### config.mk
export PLATFORM = sky130hd
export DESIGN_NAME = sram_read_streamer
export DESIGN_NICKNAME = d
export VERILOG_FILES = /design/src/rtl/sram_pkg.sv /design/src/rtl/stream_skid_fifo.sv /design/src/rtl/sram_read_streamer.sv
export SDC_FILE = /design/constraint.sdc
export NUM_CORES = 1
export LEC_CHECK = 0
export ABC_AREA = 1
export BUFFER_PORTS_ARGS = -buffer_cell sky130_fd_sc_hd__buf_4
export CAP_MARGIN = 20
export CORE_MARGIN = 5
export CORE_UTILIZATION = 52
export CTS_BUF_LIST = sky130_fd_sc_hd__clkbuf_8
export CTS_CLUSTER_DIAMETER = 60
export DETAILED_ROUTE_END_ITERATION = 8
export PLACE_DENSITY = 0.87
export SLEW_MARGIN = 20
export SYNTH_ARGS = -nofsm -noshare
export SYNTH_HDL_FRONTEND = slang
export SYNTH_SLANG_ARGS = --single-unit
### constraint.sdc
create_clock -name i_clk -period 1.8 [get_ports i_clk]
set_input_delay 0.09 -clock i_clk [delete_from_list [all_inputs] [get_ports i_clk]]
set_output_delay 0.09 -clock i_clk [all_outputs]
set_load 0.005 [all_outputs]
### src/rtl/sram_pkg.sv
// Shared types and constants for the SRAM streamers (read side today, write side later).
package sram_pkg;
  typedef enum logic [1:0] {IDLE, ISSUE, DRAIN} stream_state_e;
  localparam int SRAM_RD_LATENCY  = 1;
  localparam int STREAM_BUF_DEPTH = 2;
endpackage

### src/rtl/stream_skid_fifo.sv
// 2-entry FIFO that absorbs SRAM read data; head drives the stream directly.
module stream_skid_fifo #(
  parameter int WIDTH = 64
) (
  input  logic             i_clk,
  input  logic             i_rst,
  input  logic             push,
  input  logic [WIDTH-1:0] push_data,
  input  logic             pop,
  output logic [WIDTH-1:0] head,
  output logic             head_vld,
  output logic [1:0]       count
);
  logic [1:0][WIDTH-1:0] mem;
  logic                  rd_ptr, wr_ptr;
  logic                  do_push, do_pop;

  assign do_pop   = pop && (count != 2'd0);
  // Full + pop: the freed head slot is exactly where wr_ptr points.
  assign do_push  = push && ((count != 2'd2) || do_pop);
  assign head     = mem[rd_ptr];
  assign head_vld = (count != 2'd0);

  always_ff @(posedge i_clk) begin
    if (i_rst) begin
      mem    <= '0;
      rd_ptr <= 1'b0;
      wr_ptr <= 1'b0;
      count  <= 2'd0;
    end else begin
      if (do_push) begin
        mem[wr_ptr] <= push_data;
        wr_ptr      <= ~wr_ptr;
      end
      if (do_pop) rd_ptr <= ~rd_ptr;
      count <= count + 2'(do_push) - 2'(do_pop);
    end
  end
endmodule

### src/rtl/sram_read_streamer.sv
// Burst reader: issues SRAM reads under a 2-credit limit and streams returned words.
module sram_read_streamer
  import sram_pkg::*;
#(
  parameter  int DEPTH      = 64,
  parameter  int SRAM_WIDTH = 64,
  localparam int ADDR_WIDTH = $clog2(DEPTH)
) (
  input  logic                  i_clk,
  input  logic                  i_rst,
  input  logic                  i_start,
  input  logic [ADDR_WIDTH-1:0] i_base_addr,
  input  logic [ADDR_WIDTH:0]   i_len,
  output logic                  o_busy,
  output logic                  o_done,
  output logic                  o_sram_active_low_en,
  output logic                  o_sram_read_write_en,
  output logic [SRAM_WIDTH-1:0] o_sram_write_bitmask,
  output logic [SRAM_WIDTH-1:0] o_sram_data_in,
  output logic [ADDR_WIDTH-1:0] o_sram_addr,
  input  logic [SRAM_WIDTH-1:0] i_sram_data_out,
  output logic [SRAM_WIDTH-1:0] o_data,
  output logic                  o_valid,
  input  logic                  i_ready
);
  stream_state_e         state_q, state_d;
  logic [ADDR_WIDTH-1:0] addr_q;
  logic [ADDR_WIDTH:0]   issue_rem_q, deliver_rem_q;
  logic                  inflight_q, done_zero_q;
  logic [1:0]            buf_cnt;
  logic [2:0]            outstanding;
  logic                  pop, credit, issue, last_pop, accept;

  assign pop         = o_valid && i_ready;
  assign outstanding = 3'(buf_cnt) + 3'(inflight_q);
  // A pop this cycle frees a slot in time for the read issued now.
  assign credit      = (outstanding < 3'(STREAM_BUF_DEPTH)) ||
                       (pop && (outstanding == 3'(STREAM_BUF_DEPTH)));
  assign issue       = (state_q == ISSUE) && credit && (issue_rem_q != '0);
  assign last_pop    = (state_q == DRAIN) && pop && (deliver_rem_q == 1);
  assign accept      = i_start && ((state_q == IDLE) || last_pop);

  assign o_done               = last_pop || done_zero_q;
  assign o_busy               = (state_q != IDLE) && !last_pop;
  assign o_sram_active_low_en = !issue;
  assign o_sram_addr          = addr_q;
  assign o_sram_read_write_en = 1'b0;
  assign o_sram_write_bitmask = '0;
  assign o_sram_data_in       = '0;

  always_comb begin
    state_d = state_q;
    case (state_q)
      ISSUE:   if (issue && (issue_rem_q == 1)) state_d = DRAIN;
      DRAIN:   if (last_pop) state_d = IDLE;
      default: state_d = state_q;
    endcase
    if (accept && (i_len != '0)) state_d = ISSUE;
  end

  always_ff @(posedge i_clk) begin
    if (i_rst) begin
      state_q       <= IDLE;
      addr_q        <= '0;
      issue_rem_q   <= '0;
      deliver_rem_q <= '0;
      inflight_q    <= 1'b0;
      done_zero_q   <= 1'b0;
    end else begin
      state_q     <= state_d;
      inflight_q  <= issue;
      done_zero_q <= accept && (i_len == '0);
      if (accept) begin
        addr_q        <= i_base_addr;
        issue_rem_q   <= i_len;
        deliver_rem_q <= i_len;
      end else begin
        if (issue) begin
          addr_q      <= (addr_q == ADDR_WIDTH'(DEPTH - 1)) ? '0 : addr_q + 1'b1;
          issue_rem_q <= issue_rem_q - 1'b1;
        end
        if (pop) deliver_rem_q <= deliver_rem_q - 1'b1;
      end
    end
  end

  stream_skid_fifo #(.WIDTH(SRAM_WIDTH)) u_buf (
    .i_clk     (i_clk),
    .i_rst     (i_rst),
    .push      (inflight_q),
    .push_data (i_sram_data_out),
    .pop       (pop),
    .head      (o_data),
    .head_vld  (o_valid),
    .count     (buf_cnt)
  );
endmodule

**Word level (Yosys, flattened, before mapping)**

Cells that the tools add are included.

- Add/subtract/negate cells: 6
- Order comparisons: 4
- Equality and inequality tests: 11
- Mux-type cells: 16
- Bitwise gates (word level): 2
- Reductions and logical operators: 33

Operators by type and width:

| operator | number |
|---|---|
| 64-bit two-way mux | 3 |
| 128-bit bitwise mux | 1 |
| 64-bit demux with 1-bit select | 1 |
| 7-bit two-way mux | 4 |
| 6-bit two-way mux | 3 |
| 7-bit by 1-bit == test with 1-bit output, second input constant | 2 |
| 1-bit logical AND | 14 |
| 7-bit nonzero test | 2 |
| 7-bit by 1-bit subtractor with 7-bit output, second input constant | 2 |
| 2-bit nonzero test | 5 |
| 7-bit zero test | 1 |
| 6-bit by 1-bit adder with 6-bit output, second input constant | 1 |
| 6-bit == test, second input constant | 1 |
| 3-bit AND reduction | 2 |
| 1-bit logical OR | 4 |
| 1-bit by 2-bit < comparator with 1-bit output, second input constant | 2 |
| 2-bit two-way mux | 2 |
| 2-bit inequality test, second input constant | 2 |
| 2-bit one-hot mux with 2 select lines | 1 |
| 2-bit by 1-bit adder with 3-bit output | 1 |
| 3-bit by 2-bit == test with 1-bit output, second input constant | 1 |
| 3-bit by 2-bit < comparator with 1-bit output, second input constant | 1 |
| 3-bit by 1-bit inequality test with 1-bit output, second input constant | 1 |
| 3-bit by 2-bit inequality test with 1-bit output, second input constant | 1 |
| 12 further kinds | 14 |

- Bits in registers: 156

**Logic depth before layout (Yosys ltp)**

Gate-level depths: netlist of the first run.

- Word-level depth: 10
- Mapped depth: 13

**Modules after synthesis**

From an unflattened synthesis of the first run, not the netlist that was laid out.

- Cell total of the unflattened synthesis: 1585
- Area, all modules: 9910.8 µm²

By module, submodules not included:

| module | times used | cells each | area an instance (µm²) | seq. area each (µm²) |
|---|---|---|---|---|
| stream_skid_fifo | 1 | 1203 | 7228.2 | 2642.5 |
| sram_read_streamer | 1 | 382 | 2682.6 | 480.5 |

**Least setup slack after synthesis of the first run**

OpenSTA, ideal clock, no wires.

- Kind: register to register
- Start point: register u_buf.count[0]
- End point: register issue_rem_q[2]
- Setup time: 0.109 ns
- Data arrival time: 1.588 ns
- Path slack: 0.103 ns
- Stages on the path, launching flop included: 14
- Cells stage by stage: dfxtp_1 -> ha_1 -> inv_1 -> ha_1 -> nand2_1 -> nor2_1 -> nand2_2 -> nand2_2 -> nand2_4 -> clkinv_1 -> nand3_1 -> nand3_1 -> nand2_1 -> inv_1

- Cells in the longest elaborated chain, start to end: 7
- Elaborated cells between the ends (all ways): 15

Ends and longest elaborated chain:

| what | line | RTL |
|---|---|---|
| from (decl) | stream_skid_fifo.sv:12 | `output logic [1:0] count` |
| from (signal assigned) | stream_skid_fifo.sv:36 | `count <= count + 2'(do_push) - 2'(do_pop);` |
| parallel branches: the longest is 7 deep, another holds 2-bit by 1-bit adder with 3-bit output | -- |  |
| to (signal assigned) | sram_read_streamer.sv:75 | `issue_rem_q <= i_len;` |
| to (signal assigned) | sram_read_streamer.sv:80 | `issue_rem_q <= issue_rem_q - 1'b1;` |
| to (decl) | sram_read_streamer.sv:28 | `logic [ADDR_WIDTH:0] issue_rem_q, deliver_rem_q;` |

Parallel ways; which one is timed is not known.
A chain may end at the register's enable or synchronous reset.

**Final worst setup path of the first run**

- Start point: register inflight_q
- End point: output port o_sram_active_low_en

- Cells in the longest elaborated chain, start to end: 7
- Elaborated cells between the ends (all ways): 8

Ends and longest elaborated chain:

| what | line | RTL |
|---|---|---|
| from (decl) | sram_read_streamer.sv:29 | `logic inflight_q, done_zero_q;` |
| from (signal assigned) | sram_read_streamer.sv:71 | `inflight_q <= issue;` |
| 2-bit by 1-bit adder with 3-bit output (*) | sram_read_streamer.sv:35 | `assign outstanding = 3'(buf_cnt) + 3'(inflight_q);` |
| parallel branches: the longest is 2 deep, another holds 3-bit by 2-bit < comparator with 1-bit output | -- |  |
| 1-bit logical OR (*) | sram_read_streamer.sv:37 | `assign credit = (outstanding < 3'(STREAM_BUF_DEPTH)) \|\|` |
| 1-bit logical AND (*) (2 in a row) | sram_read_streamer.sv:39 | `assign issue = (state_q == ISSUE) && credit && (issue_rem_q != '0);` |
| 1-bit zero test (*) | sram_read_streamer.sv:45 | `assign o_sram_active_low_en = !issue;` |
| to (decl) | sram_read_streamer.sv:16 | `output logic o_sram_active_low_en,` |

Mark *: on every way between the ends.

==> results of run 1 <==
[flip-flops by register name (all words and copies together), names as in the netlist]
signal and cells:
deliver_rem_q 7, done_zero_q 1, inflight_q 1, issue_rem_q 7
o_sram_addr 6, state_q 2, u_buf.count 2, u_buf.mem 128
u_buf.rd_ptr 1, u_buf.wr_ptr 1
[layout by cell type (no fill, tap or decap), types with 4 or more instances in the layout]
cell type      Yosys  routed
clkinv_2           0       5
nand2_2            6       6
nand3_1           38      38
inv_2              2       4
dlygate4sd3_1      0      78
inv_1            110     107
inv_8              0       4
conb_1             1     129
xor2_1             8       8
buf_12             0       9
a21oi_1           75      75
ha_1              14      12
clkbuf_8           5      17
nor2_1           166     162
nand2_1          133     131
o21ai_0          199     199
buf_4            133     167
dfxtp_1          156     152
[cells in the mapped netlist (all sizes together)]
cell	number	share of area [%]
a21oi	75	4.7
ha	14	2.2
a21boi	2	0.33
xor2	8	0.88
nand4	3	0.23
nor3b	1	0.094
xnor2	3	0.33
conb	1	0.047
nor2	168	8.2
clkinv	1	0.047
nand3	39	2.6
o21bai	1	0.14
buf	151	14
nor4	1	0.078
inv	112	5.3
nand2	141	7.0
dfxtp	156	39
o21ai	199	12
clkbuf	39	2.5
nor3	2	0.13
[logic make-up after synthesis]
group,after synthesis,synth area share [%]
compound gates,277,17.6
other cells,1,0.0469
fa+ha+maj,14,2.19
xor+xnor,11,1.20
buf+inv,303,21.7
flops,156,39.0
simple gates,355,18.3
[layer usage]
layer | global-route usage, % | wire length, µm | vias to the layer above
li1 | - | - | 3710
met1 | 26.5 | 8370 | 3511
met2 | 40.7 | 11300 | 359
met3 | 6.34 | 1670 | 53
met4 | 7.92 | 478 | 0
met5 | 0 | 0 | -
[metrics by stage]
step	setup TNS (ns)	instance area [µm²]	power, mW	hold WS (ns)
global route	-1.74	10100	10.5	0.0903
finish	-0.361	10100	9.92	0.0938
detailed placement	-0.0177	8820	7.00	0.326
CTS	-0.411	10100	9.83	0.0864
floorplan	0	8480	6.11	0.159
global placement	0	8820	6.92	0.321
[report_power, final]
part / total (mW) / internal [mW] / leakage [nW] / switching, mW
logic: 3.21 / 1.38 / 3.27 / 1.83
clock network: 2.63 / 1.15 / 0.197 / 1.48
registers: 4.08 / 3.85 / 1.27 / 0.234
[critical path, stage by stage, from the launching register on]
cell and delay (ns):
dfxtp_4 0.37, ha_4 0.13, inv_2 0.04, ha_4 0.24, nand2_1 0.04, nor2_1 0.10
nand2_2 0.06, nand2_2 0.09, nand2_4 0.06, buf_12 0.13, buf_6 0.10
[worst min-delay path by stage]
stage	start	slack [ns]	to	cells past startpoint
floorplan	i_rst	0.16	state_q[0]	1
global placement	i_sram_data_out[57]	0.32	u_buf.mem[121]	3
detailed placement	i_sram_data_out[22]	0.33	u_buf.mem[86]	3
CTS	i_start	0.09	deliver_rem_q[1]	5
global route	i_start	0.09	o_sram_addr[2]	3
finish	i_start	0.09	o_sram_addr[2]	3
[timing repair]
item                                    4_1_cts  5_1_grt
pin swaps                                     5        5
endpoints found under the hold margin       151        0
endpoints found under the setup margin       12       43
hold buffers                                 78        0
gates resized for setup                      13        8
buffers inserted                              3        3
[area by class of cell]
| class | count | area, µm² | share of cell area [%] |
|---|---|---|---|
| flip-flops and latches | 156 | 3130 | 31.0 |
| inverters | 113 | 427 | 4.22 |
| clock buffers | 17 | 234 | 2.31 |
| clock inverters | 15 | 156 | 1.55 |
| well taps | 188 | 235 | 2.33 |
| multi-input cells | 786 | 3690 | 36.5 |
| repair buffers | 256 | 2240 | 22.1 |
==> flow_summary.json, run 1 <==
{
  "period_minus_slack_ns": 1.91,
  "drt_pass1_iterations": 5,
  "cts_max_level": 4,
  "syn_avg_cell_area_um2": 7.17,
  "yosysWarnings": 0,
  "portBuffers": 154,
  "grt_max_degree": 67,
  "synth_seq_cells": 156,
  "drv_cap": 0,
  "rsz0062_at_grt": "true",
  "core-area_mm2": 0.0151,
  "power.density_mw_per_mm2": 981,
  "max_freq_mhz": 523,
  "overflow": 0,
  "antenna_found_initial": 0,
  "clock-root-buffer": "clkbuf_8",
  "rrSetupSlack_ns": -0.05,
  "die_h_um": 134,
  "clock_sinks": 156,
  "fin_ws_ns": -0.112,
  "num_vias": 7633,
  "drt_wl_total_mm": 21.8,
  "ant_nets": 0,
  "r2r_start": "inflight_q",
  "finalCritPeriodShare_pct": 106,
  "stdcell_count": 1531,
  "grt_pass1_wl_mm": 34.0,
  "ir_worst_vdd_v": 0.000671,
  "hold_viol": 0,
  "finalNetCount": 1425,
  "synth_cell_types": 31,
  "cp-endpoint": "o_sram_active_low_en",
  "dp_slack_ns": -0.0107,
  "violations": "negative setup slack",
  "initial_core_util_pct": 52.8,
  "clk_latency_ns": 0.45,
  "fillers": 1160,
  "cp-start-kind": "register",
  "fin_skew_ns": 0.0125,
  "crit_fanout": 2,
  "drive_gt1_share_pct": 17.9,
  "drtIter0Drc": 557,
  "criticalPathCategory": "register to primary output",
  "grt_usage_pct": 22.9,
  "netlist_instances": 1117,
  "clockBufferDepth": 2,
  "grt_pass1_vias": 7200,
  "dp_cells": 1415,
  "dieArea_mm2": 0.0180,
  "endpoint_kind": "primary output",
  "slew_viol_final": 0,
  "yosysSeqAreaShare_pct": 39.0,
  "die_w_um": 134,
  "status": "finished with violations",
  "num_io_pins": 284,
  "worstPathArrival_ns": 1.82,
  "setup_viol": 12,
  "r2r_cells": 14,
  "gp_congestion": 0.842,
  "min_path_type": "primary input to register",
  "crit_start": "inflight_q",
  "cts_tree": "done",
  "wire_per_inst_um": 14.2,
  "cts_buffers": 17,
  "clk_pin_slew_ns": 0.09,
  "area_growth_pct": 26.4,
  "cp_data_required_time_ns": 1.71,
  "syn_area_mm2": 0.00800,
  "antenna_cells": 0,
  "fp-row-count": 45,
  "drc": 0,
  "fin_util_pct": 66.8,
  "vias_per_cell": 4.99,
  "p_leak_nw": 4.73,
  "post-dp-hpwl_mm": 12.9,
  "r2r_end": "issue_rem_q[3]"
}
Note: power is estimated with default switching activity, not from simulation.
==> inputs of run 2 (changes only) <==
CORE_UTILIZATION = 30   (was 52)
MAX_ROUTING_LAYER = met4   (was unset)
PLACE_DENSITY = 0.57   (was 0.87)
==> flow_summary.json, run 2 (synthesized netlist as in run 1, its figures left out) <==
{
  "drc": 0,
  "drtIter0Drc": 445,
  "crit_fanout": 2,
  "vias_per_cell": 4.30,
  "clk_pin_slew_ns": 0.09,
  "min_to": "u_buf.rd_ptr",
  "initial_core_util_pct": 30.6,
  "finalCritPeriodShare_pct": 105,
  "clockBufferDepth": 2,
  "hold_viol": 0,
  "regMostFlops": "u_buf.mem",
  "overflow": 0,
  "grt_usage_pct": 13.9,
  "status": "finished with violations",
  "fin_skew_ns": 0.0184,
  "gp_congestion": 0.791,
  "ant_nets": 0,
  "grt_pass1_wl_mm": 34.2,
  "clock_sinks": 156,
  "antenna_found_initial": 0,
  "cpPeakStageDelay_ns": 0.36,
  "largest_reg_flops": 128,
  "rsz0062_at_grt": "true",
  "rrSetupSlack_ns": 0.04,
  "setup_viol": 1,
  "drt_wl_total_mm": 21.2,
  "dieArea_mm2": 0.0300,
  "cp_data_required_time_ns": 1.71,
  "whs_path_depth": 4,
  "top_regs": "u_buf.mem: 128 flops, deliver_rem_q: 7 flops, issue_rem_q: 7 flops",
  "min_path_type": "primary input to register",
  "ir_worst_vdd_v": 0.000429,
  "r2r_cells": 14,
  "cts_tree": "done",
  "setup_tns_ns": -0.0928,
  "grt_pass1_vias": 6771,
  "slew_viol_final": 0,
  "max_freq_mhz": 528,
  "cp-start-kind": "register",
  "grt_max_degree": 90,
  "worstPathArrival_ns": 1.80,
  "crit_path_top_delay_cell": "dfxtp_2",
  "clk_latency_ns": 0.46,
  "r2r_start": "inflight_q",
  "area_growth_pct": 31.1,
  "layout_common_cells": "198 x o21ai_0, 169 x buf_4, 159 x nor2_1",
  "fp-row-count": 59,
  "finalNetCount": 1433,
  "wire_per_inst_um": 12.6,
  "r2r_end": "state_q[0]",
  "power.density_mw_per_mm2": 982,
  "fillers": 2717,
  "cts_buffers": 17,
  "antenna_cells": 0,
  "post_dp_cell_area_mm2": 0.00906,
  "multi_input_area_mm2": 0.00375,
  "final_common_cell": "o21ai_0",
  "crit_chain": "ha_4 > inv_4 > ha_4 > nand2_2 > nor2_2 > nand2_2 > nand2_4 > nand2_4 > buf_8 > buf_6",
  "drt_pass1_iterations": 5,
  "num_io_pins": 284,
  "criticalPathCategory": "register to primary output",
  "die_h_um": 173,
  "portBuffers": 154,
  "post-dp-hpwl_mm": 13.9,
  "fin_util_pct": 40.2,
  "clock-root-buffer": "clkbuf_8",
  "seqCellArea_mm2": 0.00313,
  "fin_ws_ns": -0.0928,
  "final_area_mm2": 0.0105,
  "endpoint_kind": "primary output",
  "num_vias": 7246,
  "worstHoldStart": "i_ready",
  "cts_max_level": 4,
  "drive_gt1_share_pct": 19.2,
  "die_w_um": 173,
  "core-area_mm2": 0.0261,
  "violations": "negative setup slack",
  "period_minus_slack_ns": 1.89,
  "drv_cap": 0,
  "p_leak_nw": 4.80
}
[run 2: worst max path at each step]
stage	start	endpoint	slack [ns]	cells past startpoint
after floorplan	u_buf.count[0]	issue_rem_q[2]	0.10	13
after global placement	inflight_q	o_sram_addr[0]	0.04	13
after detailed placement	inflight_q	issue_rem_q[5]	-0.02	13
after CTS	u_buf.count[0]	o_sram_active_low_en	-0.18	10
after global routing	inflight_q	o_sram_active_low_en	-0.19	10
final	inflight_q	o_sram_active_low_en	-0.09	10
[run 2: worst max-delay path, delay by kind of cell (launching register included)]
kind / cells / cell delay, ns
flops: 1 / 0.36
buf+inv: 3 / 0.26
fa+ha+maj: 2 / 0.40
simple gates: 5 / 0.32
[run 2: layout make-up]
type                       instances  area share [%]
timing repair buffer             263            22.3
clock inverter                    14            1.65
clock buffer                      18            2.36
multi-input combinational        787            35.8
sequential                       156            29.9
tap                              335            3.99
inverter                         113            4.09
[run 2: timing repair]
item | 4_1_cts | 5_1_grt
buffers inserted | 3 | 3
hold endpoints to repair | 151 | 0
pin swaps | 5 | 6
hold buffers | 80 | 0
resized for setup | 13 | 26
gates cloned | 0 | 2
setup endpoints to repair | 9 | 25
[run 2: power by group]
group,internal [mW],switching [mW],total [mW],leakage (nW)
combinational,1.55,1.91,3.45,3.32
sequential,3.85,0.203,4.05,1.27
clock,1.22,1.59,2.81,0.211
[run 2: stage by stage]
step                      hold slack (ns)  total power, mW  cells  setup slack [ns]
after floorplan                     0.159             6.11   1245             0.103
after global placement              0.322             7.10   1566            0.0362
after detailed placement            0.326             7.14   1566           -0.0225
after CTS                           0.139             10.2   1681            -0.184
after global routing                0.154             11.1   1686            -0.191
final                               0.157             10.3   1686           -0.0928
[run 2: metal layers]
layer / wire length (µm) / track usage [%] / up-vias
met5: 0 / - / -
met4: 231 / 3.36 / 0
met3: 1450 / 4.08 / 17
met2: 9990 / 22.7 / 236
met1: 9560 / 17.1 / 3259
li1: - / - / 3734
